<file path="config.mk">
export PLATFORM = sky130hd
export DESIGN_NAME = spi_psram_responder
export DESIGN_NICKNAME = d
export VERILOG_FILES = /design/src/rtl/spi_psram_responder_pkg.sv /design/src/rtl/spi_input_sync.sv /design/src/rtl/spi_psram_responder.sv
export SDC_FILE = /design/constraint.sdc
export NUM_CORES = 2
export LEC_CHECK = 0
export CAP_MARGIN = 20
export CORE_MARGIN = 3
export CORE_UTILIZATION = 48
export DETAILED_ROUTE_END_ITERATION = 6
export GPL_ROUTABILITY_DRIVEN = 0
export SYNTH_ARGS = -nofsm -noshare
export SYNTH_HDL_FRONTEND = slang
export SYNTH_SLANG_ARGS = --single-unit
</file>
<file path="constraint.sdc">
create_clock -name clk_in -period 4 [get_ports clk_in]
set_input_delay 0.8 -clock clk_in [delete_from_list [all_inputs] [get_ports clk_in]]
set_output_delay 0.8 -clock clk_in [all_outputs]
set_load 0.01 [all_outputs]
</file>
<file path="src/rtl/spi_psram_responder_pkg.sv">
`default_nettype none
// +--------------------------------------------------------------------+
// | spi_psram_responder_pkg: shared types and SPI command codes         |
// | Rev 1.0                                                             |
// +--------------------------------------------------------------------+
package spi_psram_responder_pkg;

  typedef enum logic [1:0] {
    SYS_RESET = 2'd0,
    SYS_RUN   = 2'd1,
    SYS_HALT  = 2'd2
  } sys_state_t;

  typedef enum logic [0:0] {
    MEM_INTERNAL = 1'b0,
    MEM_PSRAM    = 1'b1
  } mem_type_t;

  typedef enum logic [2:0] {
    ST_IDLE    = 3'd0,
    ST_CMD     = 3'd1,
    ST_ADDR    = 3'd2,
    ST_RD_DATA = 3'd3,
    ST_WR_DATA = 3'd4,
    ST_IGNORE  = 3'd5
  } spi_resp_state_t;

  localparam logic [7:0] SPI_CMD_READ  = 8'h03;
  localparam logic [7:0] SPI_CMD_WRITE = 8'h02;

endpackage
`default_nettype wire

</file>
<file path="src/rtl/spi_input_sync.sv">
`default_nettype none
// +--------------------------------------------------------------------+
// | spi_input_sync: 2-FF synchronizers plus registered SCLK/CS edges    |
// | Rev 1.0                                                             |
// +--------------------------------------------------------------------+
module spi_input_sync (
  input  logic clk,
  input  logic rst_n,
  input  logic i_sclk,
  input  logic i_cs_n,
  input  logic i_mosi,
  output logic o_rise,
  output logic o_fall,
  output logic o_cs_fall,
  output logic o_cs_rise,
  output logic o_mosi
);

  logic [1:0] r_sclk_s, r_cs_s, r_mosi_s;
  logic       r_sclk_d, r_cs_d;
  logic       r_rise, r_fall, r_cs_fall, r_cs_rise, r_mosi;

  // CS chain resets high so leaving reset never looks like a select.
  always_ff @(posedge clk or negedge rst_n) begin
    if (!rst_n) begin
      r_sclk_s  <= 2'b00;
      r_cs_s    <= 2'b11;
      r_mosi_s  <= 2'b00;
      r_sclk_d  <= 1'b0;
      r_cs_d    <= 1'b1;
      r_rise    <= 1'b0;
      r_fall    <= 1'b0;
      r_cs_fall <= 1'b0;
      r_cs_rise <= 1'b0;
      r_mosi    <= 1'b0;
    end else begin
      r_sclk_s  <= {r_sclk_s[0], i_sclk};
      r_cs_s    <= {r_cs_s[0], i_cs_n};
      r_mosi_s  <= {r_mosi_s[0], i_mosi};
      r_sclk_d  <= r_sclk_s[1];
      r_cs_d    <= r_cs_s[1];
      r_rise    <= r_sclk_s[1] & ~r_sclk_d;
      r_fall    <= ~r_sclk_s[1] & r_sclk_d;
      r_cs_fall <= ~r_cs_s[1] & r_cs_d;
      r_cs_rise <= r_cs_s[1] & ~r_cs_d;
      r_mosi    <= r_mosi_s[1];
    end
  end

  assign o_rise    = r_rise;
  assign o_fall    = r_fall;
  assign o_cs_fall = r_cs_fall;
  assign o_cs_rise = r_cs_rise;
  assign o_mosi    = r_mosi;

endmodule
`default_nettype wire

</file>
<file path="src/rtl/spi_psram_responder.sv">
`default_nettype none
// +--------------------------------------------------------------------+
// | spi_psram_responder: SPI mode-0 READ/WRITE serial-RAM responder     |
// | Rev 1.0                                                             |
// +--------------------------------------------------------------------+
module spi_psram_responder
  import spi_psram_responder_pkg::*;
#(
  parameter int ADDR_W = 8
) (
  input  logic clk_in,
  input  logic reset_n_in,
  input  logic sclk_in,
  input  logic cs_n_in,
  input  logic mosi_in,
  output logic miso_out,
  output logic busy_out,
  output logic wr_strobe_out
);

  localparam int DEPTH = 1 << ADDR_W;

  logic w_rise, w_fall, w_cs_fall, w_cs_rise, w_mosi;

  spi_input_sync u_sync (
    .clk      (clk_in),
    .rst_n    (reset_n_in),
    .i_sclk   (sclk_in),
    .i_cs_n   (cs_n_in),
    .i_mosi   (mosi_in),
    .o_rise   (w_rise),
    .o_fall   (w_fall),
    .o_cs_fall(w_cs_fall),
    .o_cs_rise(w_cs_rise),
    .o_mosi   (w_mosi)
  );

  spi_resp_state_t   r_state;
  logic [2:0]        r_bit_cnt;
  logic [1:0]        r_addr_byte;
  // Only the low ADDR_W address bits matter; older bits fall off the end.
  logic [ADDR_W-2:0] r_addr_sr;
  logic [ADDR_W-1:0] r_addr;
  logic [6:0]        r_rx;
  logic [7:0]        r_tx;
  logic              r_is_read;
  logic              r_miso;
  logic              r_wr_strobe;
  logic [7:0]        r_mem [DEPTH];

  logic              w_byte_done;
  logic [7:0]        w_rx_byte;
  logic [ADDR_W-1:0] w_addr_full;

  assign w_byte_done = (r_bit_cnt == 3'd7);
  assign w_rx_byte   = {r_rx, w_mosi};
  assign w_addr_full = {r_addr_sr, w_mosi};

  always_ff @(posedge clk_in or negedge reset_n_in) begin
    if (!reset_n_in) begin
      r_state     <= ST_IDLE;
      r_bit_cnt   <= 3'd0;
      r_addr_byte <= 2'd0;
      r_addr_sr   <= '0;
      r_addr      <= '0;
      r_rx        <= 7'd0;
      r_tx        <= 8'd0;
      r_is_read   <= 1'b0;
      r_miso      <= 1'b0;
      r_wr_strobe <= 1'b0;
      for (int i = 0; i < DEPTH; i++) r_mem[i] <= 8'h00;
    end else begin
      r_wr_strobe <= 1'b0;
      // CS release outranks any same-cycle bit, so a last-bit race drops the byte.
      if (w_cs_rise) begin
        r_state   <= ST_IDLE;
        r_miso    <= 1'b0;
        r_bit_cnt <= 3'd0;
      end else begin
        case (r_state)
          ST_IDLE: begin
            if (w_cs_fall) begin
              r_state     <= ST_CMD;
              r_bit_cnt   <= 3'd0;
              r_addr_byte <= 2'd0;
            end
          end
          ST_CMD: begin
            if (w_rise) begin
              r_rx      <= w_rx_byte[6:0];
              r_bit_cnt <= r_bit_cnt + 3'd1;
              if (w_byte_done) begin
                r_is_read <= (w_rx_byte == SPI_CMD_READ);
                if (w_rx_byte == SPI_CMD_READ || w_rx_byte == SPI_CMD_WRITE)
                  r_state <= ST_ADDR;
                else
                  r_state <= ST_IGNORE;
              end
            end
          end
          ST_ADDR: begin
            if (w_rise) begin
              r_addr_sr <= w_addr_full[ADDR_W-2:0];
              r_bit_cnt <= r_bit_cnt + 3'd1;
              if (w_byte_done) begin
                r_addr_byte <= r_addr_byte + 2'd1;
                if (r_addr_byte == 2'd2) begin
                  if (r_is_read) begin
                    r_tx    <= r_mem[w_addr_full];
                    r_addr  <= w_addr_full + 1'b1;
                    r_state <= ST_RD_DATA;
                  end else begin
                    r_addr  <= w_addr_full;
                    r_state <= ST_WR_DATA;
                  end
                end
              end
            end
          end
          ST_RD_DATA: begin
            if (w_fall) begin
              r_miso    <= r_tx[7];
              r_bit_cnt <= r_bit_cnt + 3'd1;
              if (w_byte_done) begin
                r_tx   <= r_mem[r_addr];
                r_addr <= r_addr + 1'b1;
              end else begin
                r_tx <= {r_tx[6:0], 1'b0};
              end
            end
          end
          ST_WR_DATA: begin
            if (w_rise) begin
              r_rx      <= w_rx_byte[6:0];
              r_bit_cnt <= r_bit_cnt + 3'd1;
              if (w_byte_done) begin
                r_mem[r_addr] <= w_rx_byte;
                r_addr        <= r_addr + 1'b1;
                r_wr_strobe   <= 1'b1;
              end
            end
          end
          default: begin
          end
        endcase
      end
    end
  end

  assign miso_out      = r_miso;
  assign busy_out      = (r_state != ST_IDLE);
  assign wr_strobe_out = r_wr_strobe;

endmodule
`default_nettype wire

</file>
Word-level counts from Yosys, hierarchy flattened
Cells that the tools add are included.

storage, ports and cells
  output and inout port bits = 3
  register bits after elaboration = 2,102
  bits of input ports = 5
  word-level logic and storage cells = 390

cells by class
  reductions and logical operators = 23
  add/subtract/negate cells = 4
  bitwise gates (word level) = 11
  equal/unequal tests = 23
  $lt $le $gt $ge = 3
  mux-type cells = 50

operators with widths
  cell                                                                   number
  2048-bit bitwise mux                                                   1
  8-bit 2-to-1 mux                                                       18
  8-bit binary-select mux with 8-bit select                              2
  8-bit demux with 8-bit select                                          1
  3-bit 2-to-1 mux                                                       13
  8-bit one-hot mux with 3 select lines                                  1
  7-bit AND reduction                                                    3
  9-bit greater-or-equal comparator, second input constant               2
  8-bit NOT with 9-bit output                                            2
  3-bit one-hot mux with 3 select lines                                  2
  8-bit by 1-bit adder with 8-bit output, second input constant          2
  8-bit by 2-bit equality test with 1-bit output, second input constant  2
  8-bit one-hot mux with 2 select lines                                  1
  3-bit by 1-bit != test with 1-bit output, second input constant        5
  4-bit AND reduction                                                    3
  9-bit by 1-bit < comparator with 1-bit output, second input constant   1
  3-bit by 2-bit != test with 1-bit output, second input constant        3
  2-bit by 1-bit != test with 1-bit output, second input constant        4
  2-bit nonzero test                                                     4
  4-bit nonzero test                                                     2
  1-bit 2-to-1 mux                                                       7
  3-bit by 2-bit equality test with 1-bit output, second input constant  2
  3-bit equality test, second input constant                             2
  2-bit 2-to-1 mux                                                       3
  other kinds (17)                                                       28

Depth between registers and ports, before layout
  depth in word-level cells = 9
  gate-level depth with buffers = 15
  depth with buffers taken out = 10

Modules after synthesis
Synthesis repeated with hierarchy kept, for this count alone.

unflattened totals
  cells, all modules = 7,460
  area, all modules = 112,462.9 um^2

by module, submodules not included
  module               instances  area each (um^2)  cells each  sequential area each (um^2)
  spi_psram_responder  1          112,098.8         7,443       52,275.1
  spi_input_sync       1          364.1             17          329.1

Worst setup path after synthesis
No wires, ideal clock.

  kind = reg2reg
  start = register r_addr[1]
  end = register r_mem[1080] in the netlist's numbering
  stages on the path, launching flop included = 13
  setup slack = 0.935 ns
  arrival time = 2.940 ns
  period minus slack after synthesis = 3.065 ns
  required time = 3.875 ns
  cells stage by stage = dfrtp_1 -> buf_2 -> buf_2 -> buf_2 -> buf_2 -> buf_2 -> buf_2 -> inv_1 -> ha_1 -> nand3_1 -> clkbuf_1 -> nor2_1 -> mux2_2

on the way
  cells in the longest elaborated chain, start to end = 6
  elaborated cells between the ends (all ways) = 7

RTL lines
  item                                                                                                                      line                        RTL
  start, declared                                                                                                           spi_psram_responder.sv:43   logic [ADDR_W-1:0] r_addr;
  start signal, assigned                                                                                                    spi_psram_responder.sv:110  r_addr <= w_addr_full + 1'b1;
  start signal, assigned                                                                                                    spi_psram_responder.sv:113  r_addr <= w_addr_full;
  start signal, assigned                                                                                                    spi_psram_responder.sv:126  r_addr <= r_addr + 1'b1;
  8-bit NOT with 9-bit output (implied by the code) *                                                                       spi_psram_responder.sv:137  r_mem[r_addr] <= w_rx_byte;
  9-bit greater-or-equal comparator (implied by the code) or 9-bit by 1-bit < comparator with 1-bit output (tied branches)  spi_psram_responder.sv:137
  1-bit logical AND (implied by the code)                                                                                   spi_psram_responder.sv:137
  8-bit 2-to-1 mux (implied by the code)                                                                                    spi_psram_responder.sv:137
  8-bit demux with 8-bit select *                                                                                           spi_psram_responder.sv:137
  2048-bit bitwise mux *                                                                                                    spi_psram_responder.sv:137
  end signal, assigned by index                                                                                             spi_psram_responder.sv:137
  end, declared                                                                                                             spi_psram_responder.sv:49   logic [7:0] r_mem [DEPTH];

Mark *: on every way between the ends. The rest lies on a longest branch, timed or not.
A chain may end at the register's enable or synchronous reset.

Worst setup path in the final report
  start = register r_addr[5]
  end = register r_tx[3]

on the way
  cells in the longest elaborated chain, start to end = 7

RTL lines
  item                                                 line                        RTL
  8-bit NOT with 9-bit output (implied by the code)    spi_psram_responder.sv:125  r_tx <= r_mem[r_addr];
  8-bit binary-select mux with 8-bit select            spi_psram_responder.sv:125
  8-bit 2-to-1 mux (implied by the code) (2 in a row)  spi_psram_responder.sv:125
  8-bit 2-to-1 mux                                     spi_psram_responder.sv:124  if (w_byte_done) begin
  8-bit 2-to-1 mux                                     spi_psram_responder.sv:121  if (w_fall) begin
  8-bit one-hot mux with 2 select lines                spi_psram_responder.sv:80   case (r_state)
  end signal, assigned                                 spi_psram_responder.sv:109  r_tx <= r_mem[w_addr_full];
  end signal, assigned                                 spi_psram_responder.sv:125
  end signal, assigned                                 spi_psram_responder.sv:128  r_tx <= {r_tx[6:0], 1'b0};
  end, declared                                        spi_psram_responder.sv:45   logic [7:0] r_tx;

No other way between the ends. The select of a mux whose other input is x is not followed.

==> flow_summary_export.csv <==
group,metric,value,unit
clock_network,cts_root_buffer,"clkbuf_16",
worst_setup_path,r2r_cells,8,
pwr,vdd_drop_max,0.694,mV
grt,grt_max_degree,157,
drt,vias_per_cell,6.87,
worst_setup_path,critPathCaptureType,"flop",
clock_network,cts_tree,"yes",
synthesis,synthesis.area,0.112,mm2
sta,slew_violations,0,
synthesis,synth.most_common_cell,"dfrtp_1",
placement,place_ws,-0.309,ns
pwr,p_leak,56.9,nW
pwr,power_switching,16.1,mW
drt,drt_iter0_drc,8177,
pwr,seq_power_share,0.416,
clock_network,worstSkewPairLatency,0.91,ns
final_layout,final_nets,7708,
clock_network,path_clk_slew,0.06,ns
worst_setup_path,rrSetupSlack,-0.1,ns
worst_setup_path,critPathMaxFanout,19,
synthesis,synth_top_area_cell,"dfrtp_1",
placement,placed_area,0.120,mm2
synthesis,synth.top_cell.area_share,0.469,
worst_setup_path,crit_end,"r_tx[3]$_DFFE_PN0P_",
worst_hold_path,min_path_type,"input port to flop",
synthesis,synth-simple-area-share,0.0271,
worst_setup_path,crit_start,"r_addr[5]$_DFFE_PN0P_",
synthesis,yosys_most_used_dff,"dfrtp_1",
grt,grt_pass1_vias,75300,
worst_setup_path,crit_path_frequent_cell,"nand2_1",
worst_setup_path,critical_path_class,"flop to flop",
worst_setup_path,critPathSlowestCell,"nor2b_2",
flow_run,cap_violations,0,
grt,track_usage,0.333,
sta,hold_viol_final,0,
pwr,switching_share,0.304,
worst_setup_path,worst-path-stages,8,
final_layout,drive_gt1_frac,0.553,
sta,slew-limit-headroom,0.212,
synthesis,yosysUniqueCellTypes,77,
sta,tightest_slew,1.18,ns
grt,overflow,0,
final_layout,stdcell_count,10900,
placement,detailed_place_hpwl,272000,um
grt,grt_pass1_wl,572000,um
synthesis,synth_top_family_by_area,"multiplexers",
final_layout,syn2layout_area_growth,14.4,%
floorplanning,ioPinCount,8,
drt,avgRoutedWirePerCell,36.4,um
clock_network,cts_buffers,230,
drt,routed_wl,399000,um
drt,dr.pass1.iters,7,
floorplanning,start_util,0.485,
synthesis,ys_ff_latch,2102,
synthesis,async_reset_ff_frac,1.00,
worst_setup_path,reg2reg_from,"r_addr[5]$_DFFE_PN0P_",
final_layout,seqCellArea,0.0527,mm2
worst_hold_path,holdPathStages,1,
synthesis,synth_edf_count,0,
worst_setup_path,cp.buffers_inverters,0,
sta,rsz0062_at_grt,"false",
synthesis,yosysWarningCount,0,
worst_setup_path,path_cells,"nor2b_2, nand2_1, o32ai_1, or4_1, nor4_1, nand4_1, nand2_1, nand3_1",
sta,clock_skew,0.0757,ns
clock_network,clock_sinks,2102,
clock_network,ctsLongestPathBuffers,3,
run_status,outcome,"complete, but fails checks",
sta,setup_viol,2,
final_layout,fin_area,0.128,mm2
floorplanning,dieHeight,489,um
sta,fmax,0.244,GHz
pwr,combPwrFrac,0.168,
worst_setup_path,cp_top_family,"simple AND/OR/NAND/NOR gates",
floorplanning,dieArea,0.239,mm2
worst_setup_path,arrival,4.92,ns
grt,antenna_found_initial,31,
final_layout,fillers,18600,
synthesis,synthTopCellsByArea,"dfrtp_1, mux4_2, mux2_2",
worst_setup_path,worstPathRequired,4.82,ns
final_layout,multiInputGateArea,0.0567,mm2
synthesis,synth-compound-area-share,0.0295,
worst_setup_path,slowest_delay,1.03,ns
pwr,intPower,36.8,mW
pwr,pwr-share-clk,0.416,
floorplanning,die_w,489,um
pwr,power_density,413,mW/mm2
final_layout,final_util,0.555,
drt,final_antenna_net_count,0,
placement,dp_cells,10500,
synthesis,synth-xor-area-share,0.000703,
worst_setup_path,timing.rr.end,"r_tx[3]$_DFFE_PN0P_",
synthesis,synth.cells.most_frequent,"dfrtp_1, mux2_2, mux4_2, clkbuf_1, nor2_1",
clock_network,h-tree-depth,4,
drt,vias,75200,
sta,worst_slack,-0.0958,ns
sta,fin_crit_sh,1.02,
placement,portBuffers,7,
synthesis,syn_area_per_cell,15.3,um2
synthesis,synthMuxAreaShare,0.445,
synthesis,synth_fa_ha_area_frac,0.000893,
worst_setup_path,critPathLaunchType,"flop",
synthesis,synth_cells,7327,
synthesis,synthesis.nets,7340,
drt,drcViolationCount,14,
synthesis,yosysSeqAreaShare,0.469,
sta,post-route-min-period,4.10,ns
floorplanning,core-area,0.231,mm2
floorplanning,num_rows,176,
run_status,violations,"DRC, setup timing",
## layer usage
layer	share of wire	global-route usage	vias up
met3	0.096	0.0909	929
li1	-	-	29400
met4	0.054	0.153	14
met1	0.41	0.462	41100
met2	0.44	0.491	3813
met5	0.00064	0.00523	-
## worst min path at each step
stage | startpoint | to
CTS | cs_n_in | u_sync.r_cs_s[0]$_DFF_PN1_
floorplan | u_sync.r_mosi_s[1]$_DFF_PN0_ | u_sync.o_mosi$_DFF_PN0_
global placement | u_sync.r_mosi_s[0]$_DFF_PN0_ | u_sync.r_mosi_s[1]$_DFF_PN0_
global route | cs_n_in | u_sync.r_cs_s[0]$_DFF_PN1_
finish | cs_n_in | u_sync.r_cs_s[0]$_DFF_PN1_
detailed placement | u_sync.r_mosi_s[0]$_DFF_PN0_ | u_sync.r_mosi_s[1]$_DFF_PN0_
## cells by family after synthesis
logic type | after synthesis
xor gates and xnor gates | 9
DFF | 2102
adders and majority gates | 8
and+or+nand+nor | 686
AOI/OAI and AO/OA | 476
buffers and inverters | 665
muxes | 3381
## power groups by stage
stage	registers, mW	clock network (mW)	logic, mW
after CTS	22.1	22.3	8.70
after floorplan	21.8	0	5.39
after global placement	22.4	0	8.61
after detailed placement	22.4	0	8.68
final	22.0	22.0	8.88
after global routing	22.0	23.2	9.24
## stage by stage
| stage | hold WS [ns] | setup TNS [ns] | power, mW |
|---|---|---|---|
| 4_1_cts | 0.274 | 0 | 53.1 |
| 3_3_place_gp | 0.336 | -0.592 | 31.0 |
| 6_report | 0.327 | -0.150 | 52.9 |
| 2_1_floorplan | 0.331 | 0 | 27.2 |
| 3_5_place_dp | 0.335 | -0.435 | 31.1 |
| 5_1_grt | 0.280 | 0 | 54.5 |
## layout by cell type (no fill, tap or decap), types with 50 or more instances in the layout
| cell | count |
|---|---|
| a21oi_1 | 91 |
| a22oi_1 | 101 |
| buf_12 | 97 |
| buf_4 | 675 |
| clkbuf_1 | 62 |
| clkbuf_16 | 230 |
| clkbuf_8 | 58 |
| clkinv_2 | 50 |
| dfrtp_1 | 2080 |
| mux2_2 | 2065 |
| mux2i_1 | 236 |
| mux4_2 | 1080 |
| nand2_1 | 174 |
| nor2_1 | 308 |
| o21ai_0 | 64 |
## state kept, by name, indices dropped and copies added, names as in the netlist, 2 cells and up
register / count
r_addr: 8
r_addr_byte: 2
r_addr_sr: 7
r_bit_cnt: 3
r_mem: 2048
r_rx: 7
r_state: 3
r_tx: 8
u_sync.r_cs_s: 2
u_sync.r_mosi_s: 2
u_sync.r_sclk_s: 2
## area by class of cell
cell class                 count  share of cell area
inverter                      19            0.000615
clock inverter                88             0.00824
antenna                       16            0.000312
multi-input combinational   4560               0.442
clock buffer                 350              0.0529
timing repair buffer         782              0.0557
sequential                  2102               0.411
tap                         3026              0.0295
## timing repair
| item | CTS | global route |
|---|---|---|
| resized for setup | 3 | 2 |
| setup endpoints to repair | 2 | 2 |
| hold buffers | 1 | 0 |
| endpoints found under the hold margin | 26 | 0 |
| setup buffers | 0 | 3 |
Power figures use the tool's default switching activity.
